--- src/rtl/direction_arbiter.sv ---
// direction_arbiter: turns four debounced button levels into an ordered
// stream of heading changes. Each cycle at most one new press is picked by
// round-robin. Presses that repeat or reverse the heading are dropped. The
// rest go into a small FIFO, and one FIFO entry is applied per game tick.
//
// Handshake: there is no back-pressure. A press is offered once, on its
// rising edge. It is either accepted into the queue or dropped, and a drop is
// flagged by a one-cycle reject/overflow pulse. A tick always produces a
// one-cycle step pulse, and dir is valid while step is high.
module direction_arbiter #(
    parameter int DEPTH = 4,
    parameter int PW    = 2
) (
    input  logic          clock,
    input  logic          reset_n,
    input  logic [3:0]    btn,
    input  logic          tick,
    output logic [1:0]    dir,
    output logic          step,
    output logic [PW:0]   count,
    output logic          reject,
    output logic          overflow
);

    localparam logic [PW:0] FULL = (PW+1)'(DEPTH);

    logic [3:0]    r_btn_q;
    logic [1:0]    r_rp;
    logic [PW-1:0] r_wp;
    logic [PW-1:0] r_rdp;
    logic [PW:0]   r_count;
    logic [1:0]    r_mem [DEPTH];
    logic [1:0]    r_dir;
    logic          r_step;
    logic          r_reject;
    logic          r_overflow;

    logic [3:0]    w_rise;
    logic          w_any;
    logic [1:0]    w_win;
    logic [1:0]    w_scan;
    logic [PW-1:0] w_tail_idx;
    logic [1:0]    w_ref;
    logic          w_pop;
    logic          w_drop_rev;
    logic          w_drop_full;
    logic          w_push;

    assign w_rise     = btn & ~r_btn_q;
    assign w_any      = |w_rise;
    assign w_tail_idx = r_wp - {{(PW-1){1'b0}}, 1'b1};

    // Round-robin pick: scanning from the highest offset down makes the
    // lowest offset from r_rp the final (winning) assignment.
    always_comb begin
        w_win  = r_rp;
        w_scan = r_rp;
        for (int i = 3; i >= 0; i--) begin
            w_scan = r_rp + 2'(i);
            if (w_rise[w_scan]) begin
                w_win = w_scan;
            end
        end
    end

    // Accept decision against the heading the snake will have once the
    // queue drains: queue tail if anything is queued, else current heading.
    always_comb begin
        w_ref       = (r_count != '0) ? r_mem[w_tail_idx] : r_dir;
        w_pop       = tick && (r_count != '0);
        w_drop_rev  = w_any && ((w_win == w_ref) || (w_win == (w_ref ^ 2'd2)));
        w_drop_full = w_any && !w_drop_rev && (r_count == FULL) && !w_pop;
        w_push      = w_any && !w_drop_rev && !w_drop_full;
    end

    // Edge-detect history and round-robin pointer.
    always_ff @(posedge clock or negedge reset_n) begin
        if (!reset_n) begin
            r_btn_q <= 4'b1111;
            r_rp    <= 2'd0;
        end else begin
            r_btn_q <= btn;
            if (w_any) begin
                r_rp <= w_win + 2'd1;
            end
        end
    end

    // Circular queue storage, pointers and occupancy.
    always_ff @(posedge clock or negedge reset_n) begin
        if (!reset_n) begin
            r_wp    <= '0;
            r_rdp   <= '0;
            r_count <= '0;
            for (int i = 0; i < DEPTH; i++) begin
                r_mem[i] <= 2'd0;
            end
        end else begin
            if (w_push) begin
                r_mem[r_wp] <= w_win;
                r_wp        <= r_wp + {{(PW-1){1'b0}}, 1'b1};
            end
            if (w_pop) begin
                r_rdp <= r_rdp + {{(PW-1){1'b0}}, 1'b1};
            end
            case ({w_push, w_pop})
                2'b10:   r_count <= r_count + {{PW{1'b0}}, 1'b1};
                2'b01:   r_count <= r_count - {{PW{1'b0}}, 1'b1};
                default: r_count <= r_count;
            endcase
        end
    end

    // Heading register and the registered one-cycle status pulses.
    always_ff @(posedge clock or negedge reset_n) begin
        if (!reset_n) begin
            r_dir      <= 2'b01;
            r_step     <= 1'b0;
            r_reject   <= 1'b0;
            r_overflow <= 1'b0;
        end else begin
            if (w_pop) begin
                r_dir <= r_mem[r_rdp];
            end
            r_step     <= tick;
            r_reject   <= w_drop_rev;
            r_overflow <= w_drop_full;
        end
    end

    assign dir      = r_dir;
    assign step     = r_step;
    assign count    = r_count;
    assign reject   = r_reject;
    assign overflow = r_overflow;

endmodule

--- config.mk ---
export PLATFORM = sky130hd
export DESIGN_NAME = direction_arbiter
export DESIGN_NICKNAME = d
export VERILOG_FILES = /design/src/rtl/direction_arbiter.sv
export SDC_FILE = /design/constraint.sdc
export NUM_CORES = 1
export LEC_CHECK = 0
export BUFFER_PORTS_ARGS = -buffer_cell sky130_fd_sc_hd__buf_4
export CAP_MARGIN = 40
export CELL_PAD_IN_SITES_DETAIL_PLACEMENT = 0
export CELL_PAD_IN_SITES_GLOBAL_PLACEMENT = 2
export CORE_MARGIN = 10
export CORE_UTILIZATION = 38
export DETAILED_ROUTE_END_ITERATION = 6
export GPL_TIMING_DRIVEN = 1
export PLACE_DENSITY_LB_ADDON = 0.25
export SLEW_MARGIN = 40
export SYNTH_ARGS = -nofsm -noshare
export SYNTH_HDL_FRONTEND = slang
export SYNTH_SLANG_ARGS = --single-unit
--- constraint.sdc ---
create_clock -name clock -period 4.6 [get_ports clock]
set_clock_uncertainty 0.1 [all_clocks]
set_input_delay 1.15 -clock clock [delete_from_list [all_inputs] [get_ports clock]]
set_output_delay 1.15 -clock clock [all_outputs]
set_load 0.02 [all_outputs]
==> results.md, run 1 <==
- Port Buffer Count: 14
- Clock Root Buffer: clkbuf_4
- Synth cell types: 34
- Worst Hold Endpoint: r_mem[3]$_DFFE_PN0P_
- Hold slack: approximately 0.42 ns
- Synth top area cells: dfrtp_1 40%, dfstp_2 9.9%, mux4_2 5.1%
- Die width: just under 80 µm
- Worst-margin pin slew: approximately 0.54 ns
- Pin count of the biggest net entering global routing: 27
- TNS Setup: 0 ns
- Final hold violations: 0
- Routed vias: between 800 and 900
- Slew Limit Fails: 0
- Setup WS pre-CTS: about 0.88 ns
- Fmax: around 290 MHz
- Power Dens Cells: between 600 and 700 nW/µm²
- Synth Register Bits: 26
- Post-DR wirelength/cell: approximately 15 µm
- Initial core utilization: between 30 and 40%
- WS Path Type: reg -> reg
- Ys Warns: 0
- Hold wc startpoint: r_mem[3]$_DFFE_PN0P_
- Detail Route Antenna Nets: 0
- # clock sinks: 26
- Gr usage total: under 10%
- Ports: 15
- Cell Count Post-Placement: 169
- TritonRoute pass-1 iters: 4
- Final Critical Period: 3.45 ns
- Post-synth EDFFs: 0
- Syn Inst Count: 111
- Number of global-route vias before repair: 830
- Htree depth: 1
- Synth top area share: between 30% and 40%
- Clk slew on worst S/H paths: 0.14 ns
- Crit Path Max Fanout: 10
- Total CTS buffers: 3
- Leading area contributor after synthesis: dfrtp_1
- Worst path arrival time: ~3.6 ns
- Seq pwr share: about 40%
- HP Class: reg -> reg
- Max cap viols: 0
- Sequential share of the synthesized area: 49.6%
- Power share of the clock group: between 10% and 20%
- Internal power: just over 0.6 mW
- Gr ovfl total: 0
- PnR worst setup slack: between 1 and 1.5 ns
- RSZ-0062 raised after global routing: no
- RePlAce Congestion: around 0.78
- First-pass GRT wire length: ~4200 µm
- Ys flop type: dfrtp_1
- Final Instance Count excl. Fillers: roughly 170
- Final instance area: roughly 1500 µm²
- Status: finished clean
- Tcrit/Tclk final: 75.1%
- Critical path's largest stage delay: a little under 0.5 ns
- DR iter-0 viols: 38
- Initial antenna violation count: 0
- Most frequent cells after synthesis: 21 x dfrtp_1, 11 x o21ai_0, 7 x nand2_1
- Layout area overhead: 13.1%
- Combinational power share: about 50%
- Most frequent cell after synthesis: dfrtp_1
- Reg2Reg Setup Slack: approximately 1.1 ns
- Maximum clock path buffer count: 2
- Synthesized area per cell: between 10 and 15 µm²
- Total power: roughly 1.0 mW
- Slew headroom: ~64%
- CP cell instances: inv_1 -> ha_1 -> mux4_2 -> mux2i_4 -> a21boi_1 -> or4_4 -> ha_1 -> inv_1 -> fa_1 -> xor2_1 -> nor2_1 -> xor2_1
- Die area: 6250 µm²
- VDD IR max: 228 µV
- Post-CTS setup buffer count: 0
- Antenna Diode Count: 0
- Crit-path slowest cell: dfrtp_1
- Routed wire length: ~2600 µm
- Fin nets: 141
- Final Core Density: 44.6%
- Capturing point of the worst reg2reg path: count[2]$_DFFE_PN0P_
- Required time worst endpoint: between 4 and 5 ns
- DP Area: roughly 1500 µm²
- Layout cells sized above 1: 27.6%
- Launching point of the worst reg2reg path: r_wp[0]$_DFFE_PN0P_
- Worst skew pair latency: ~0.32 ns
- CTS tree: yes
- Sw Ratio: approximately two fifths
- Reg2reg path depth: 12
- WP buf/inv: 2
- Residual DRC: 0
- Row cnt: 21
- Switching power: between 0.4 and 0.5 mW
- Die height: around 80 µm
- # setup viols final: 0
- Resize count post-CTS: 0
- Worst setup SP type: flip-flop
- Core area: ~3400 µm²
- Mapped Area: 1330 µm²
- Via-to-Cell Ratio: 5.10
- Final-layout fill cell count: roughly 340
- Crit path capture type: flip-flop
- Hold-fix buffers, CTS: 0
- Hold Path Depth: 1
- Leakage Power: 0.642 nW
- Asr flop ratio synth: between 90% and 100%
- Post-Syn Nets: roughly 120
- Dpl hpwl: 1940 µm
- Cell family contributing the most delay on the critical path: adder cells
## logic make-up after synthesis
| group | count (synthesis) | share of synthesized area, % |
|---|---|---|
| multiplexers | 12 | 13.8 |
| adder cells (fa/ha/maj) | 6 | 6.23 |
| buffers and inverters | 8 | 2.83 |
| AND/OR/NAND/NOR | 27 | 11.8 |
| XOR/XNOR | 7 | 4.63 |
| AO/OA/AOI/OAI | 25 | 11.1 |
| flip-flops | 26 | 49.6 |
## power groups by stage
stage               clock (mW)  sequential (mW)  combinational [mW]
finish                   0.102            0.405               0.507
global route             0.115            0.418               0.564
global placement             0            0.407               0.506
detailed placement           0            0.411               0.508
CTS                      0.106            0.405               0.512
floorplan                    0            0.421               0.371
## registers in the layout, summed over array words and instances (netlist names)
| register | cells |
|---|---|
| r_wp | 2 |
| r_rp | 2 |
| dir | 2 |
| r_mem | 8 |
| overflow | 1 |
| r_btn_q | 4 |
| count | 3 |
| reject | 1 |
| r_rdp | 2 |
| step | 1 |
## cell type report
| cell class | instances | area [µm²] | area share, % |
|---|---|---|---|
| Clock buffer | 4 | 26.3 | 1.75 |
| Sequential cell | 26 | 657 | 43.8 |
| Timing Repair Buffer | 14 | 105 | 7.01 |
| Tap cell | 46 | 57.6 | 3.84 |
| Multi-Input combinational cell | 77 | 631 | 42.1 |
| Inverter | 6 | 22.5 | 1.50 |
## per-layer routing
layer | wire length (µm) | vias to the layer above | global-route usage [%]
met2 | 1190 | 18 | 12.4
li1 | - | 427 | -
met4 | 23 | 0 | 3.05
met3 | 150 | 2 | 3.49
met5 | 0 | - | 0
met1 | 1190 | 435 | 10.7
## cell usage in the layout (no fill, tap or decap), drive strengths merged, types with 2 or more instances in the layout
cell and n:
dfrtp 21, buf 14, o21ai 11, nand2 7, mux2 7, inv 6
ha 5, dfstp 5, nor3 5, nor2 4, xor2 4, a31oi 4
clkbuf 4, nor2b 3, mux4 3, nand2b 3, a21oi 3, xnor2 3
o22ai 2, nor4b 2, mux2i 2
## worst register-to-register path: cells and delay by family, from the launching register on
family                     cells  cell delay (ns)
adders and majority gates      3             0.88
muxes                          2             0.61
DFF                            1             0.49
AOI/OAI and AO/OA              1             0.49
and+or+nand+nor                2             0.38
xor gates and xnor gates       2             0.30
buffers and inverters          2             0.16
## how the worst max path moves through the flow
stage / slack (ns) / cells after the start / end / start
2_1_floorplan: 1.19 / 11 / count[2]$_DFFE_PN0P_ / btn[3]
5_1_grt: 0.91 / 12 / count[2]$_DFFE_PN0P_ / r_wp[0]$_DFFE_PN0P_
3_5_place_dp: 0.88 / 12 / count[2]$_DFFE_PN0P_ / btn[1]
6_report: 1.15 / 12 / count[2]$_DFFE_PN0P_ / r_wp[0]$_DFFE_PN0P_
4_1_cts: 1.14 / 12 / count[2]$_DFFE_PN0P_ / r_wp[0]$_DFFE_PN0P_
3_3_place_gp: 0.92 / 12 / count[2]$_DFFE_PN0P_ / btn[1]
(Power assumes the default switching activity.)
==> run 2, diff against run 1 <==
- CORE_UTILIZATION: 38 -> 34
- clock period: 4.6 -> 2.8 ns (I/O delays scaled with it)
==> run 2 against run 1 <==
Non-clock buffer count is 19 higher. Largest power group unchanged. Critical path type unchanged. The flow now finishes with violations (setup timing). Cell count is 12% higher. Global-route usage is 0.52 points higher. Maximum frequency is 23% higher. Largest cell class is now multi-input gates. Utilization is 1.2 points higher. Clock power is 140% higher. Register-to-register slack worse by 1.2 ns. Hold slack worse by 0.20 ns. Final area is 13% higher. Routed wire length is 5.1% higher. Sequential cell count stayed put. Clock-buffer cell count stayed put.
==> results.md, run 2 (synthesis gave the netlist of run 1 again) <==
- Status: finished with violations
- Failing checks: setup timing
- Maximum clock path buffer count: 2
- Max cap viols: 0
- Dpl hpwl: 2070 µm
- Leakage Power: between 0.7 and 0.8 nW
- Slew Limit Fails: 0
- Clock Root Buffer: clkbuf_8
- RSZ-0062 raised after global routing: yes
- Capturing point of the worst reg2reg path: count[1]$_DFFE_PN0P_
- Reg2reg path depth: 10
- # setup viols final: 1
- Crit Path Max Fanout: 3
- Commonest non-fill, non-tap cell in the layout: buf_4
- Antenna Diode Count: 0
- Slew headroom: 77.9%
- Required time worst endpoint: roughly 2.9 ns
- Cell family contributing the most delay on the critical path: adder cells
- CTS tree: yes
- RePlAce Congestion: about 0.73
- Die height: 82.4 µm
- HP Class: in -> async
- Crit-path slowest cell: or4_4
- PnR worst setup slack: -0.0145 ns
- Worst setup SP type: flip-flop
- Initial antenna violation count: 0
- Hold slack: around 0.22 ns
- CP cell instances: inv_2 -> ha_4 -> mux4_2 -> mux2i_4 -> and3b_1 -> or4_4 -> ha_4 -> inv_2 -> fa_1 -> mux2i_1
- Layout cells sized above 1: around 41%
- Max reg flops: 8
- Final Critical Period: around 2.8 ns
- Detail Route Antenna Nets: 0
- First-pass GRT wire length: 4750 µm
- Final-layout fill cell count: roughly 350
- Tcrit/Tclk final: 101%
- DR iter-0 viols: 48
- Die width: slightly above 80 µm
- Row cnt: 22
- Power Dens Cells: 1150 nW/µm²
- Reg with most FFs: r_mem
- Launching point of the worst reg2reg path: r_wp[1]$_DFFE_PN0P_
- Port Buffer Count: 14
- Worst-margin pin slew: between 0.3 and 0.4 ns
- Initial core utilization: around 36%
- Clk slew on worst S/H paths: 0.09 ns
- Final instance area: about 1700 µm²
- Layout area overhead: 28.3%
- Total CTS buffers: 3
- Gr usage total: under 10%
- Routed wire length: roughly 2700 µm
- Number of global-route vias before repair: between 1000 and 1500
- TNS Setup: -0.0145 ns
- Reg2Reg Setup Slack: -0.01 ns
- WP buf/inv: 2
- Post-DR wirelength/cell: 13.9 µm
- Ports: 15
- Fin nets: 160
- WS Path Type: reg -> reg
- # clock sinks: 26
- Final hold violations: 0
- Critical path's largest stage delay: between 0.4 and 0.5 ns
- Routed vias: 963
- Residual DRC: 0
- Worst skew pair latency: ~0.27 ns
- Total power: 1.96 mW
- DP Area: 1600 µm²
- TritonRoute pass-1 iters: 4
- Htree depth: 1
- Crit path capture type: flip-flop
- Via-to-Cell Ratio: between 4 and 5
- VDD IR max: just over 400 µV
- Gr ovfl total: 0
- Pin count of the biggest net entering global routing: 27
- Hold-fix buffers, CTS: 0
- Die area: 6790 µm²
- Core area: 3720 µm²
- Fmax: between 300 and 400 MHz
- Worst path arrival time: between 2 and 3 ns
- Most frequent cells in the layout: 33 x buf_4, 21 x dfrtp_1, 11 x o21ai_0, 7 x nand2_1
[run 2: layout make-up]
cell class / count / area [µm²] / share of cell area [%]
tap: 48 / 60.1 / 3.53
timing repair buffer: 33 / 248 / 14.6
clock buffer: 4 / 55.1 / 3.24
multi-input combinational: 77 / 658 / 38.7
inverter: 6 / 22.5 / 1.32
sequential: 26 / 657 / 38.6
[run 2: worst max-delay path by stage]
stage	start	end	slack, ns	depth (start not counted)
after floorplan	r_wp[0]$_DFFE_PN0P_	count[2]$_DFFE_PN0P_	-0.25	13
after global placement	btn[3]	count[1]$_DFFE_PN0P_	-0.21	10
after detailed placement	btn[3]	count[1]$_DFFE_PN0P_	-0.29	10
after CTS	r_wp[0]$_DFFE_PN0P_	count[1]$_DFFE_PN0P_	-0.03	10
after global routing	r_wp[1]$_DFFE_PN0P_	count[2]$_DFFE_PN0P_	-0.11	12
final	r_wp[1]$_DFFE_PN0P_	count[1]$_DFFE_PN0P_	-0.01	10
[run 2: routing by layer]
| metal | global-route usage (%) | part of all wire, % |
|---|---|---|
| met5 | 0 | 0 |
| met4 | 3.06 | 1.1 |
| met3 | 3.24 | 5.8 |
| met2 | 14.2 | 48 |
| met1 | 10.8 | 45 |
[run 2: what timing repair did]
| action | in CTS | in global routing |
|---|---|---|
| buffers inserted | 2 | 2 |
| resized for setup | 2 | 1 |
| endpoints found under the hold margin | 0 | 0 |
| endpoints found under the setup margin | 2 | 2 |
| pin swaps | 0 | 1 |
[run 2: worst reg2reg max path, delay by kind of cell (launching register included)]
family / cells / cell delay, ns
adder cells (fa/ha/maj): 3 / 0.85
AND/OR/NAND/NOR: 2 / 0.66
buffers and inverters: 2 / 0.10
flip-flops: 1 / 0.38
multiplexers: 3 / 0.65
[run 2: power by group]
| group | switching [mW] | leakage [nW] | internal [mW] | total (mW) |
|---|---|---|---|---|
| clock network | 0.117 | 0.0288 | 0.126 | 0.243 |
| registers | 0.121 | 0.292 | 0.528 | 0.648 |
| logic | 0.476 | 0.428 | 0.592 | 1.07 |
| total | 0.714 | 0.749 | 1.25 | 1.96 |
[run 2: per-stage QoR]
| step | setup slack (ns) | util, % | instances |
|---|---|---|---|
| after floorplan | -0.251 | - | 111 |
| after global placement | -0.208 | 43.1 | 186 |
| after detailed placement | -0.289 | 43.1 | 186 |
| after CTS | -0.0300 | 45.3 | 192 |
| after global routing | -0.114 | 45.8 | 194 |
| final | -0.0145 | 45.8 | 194 |
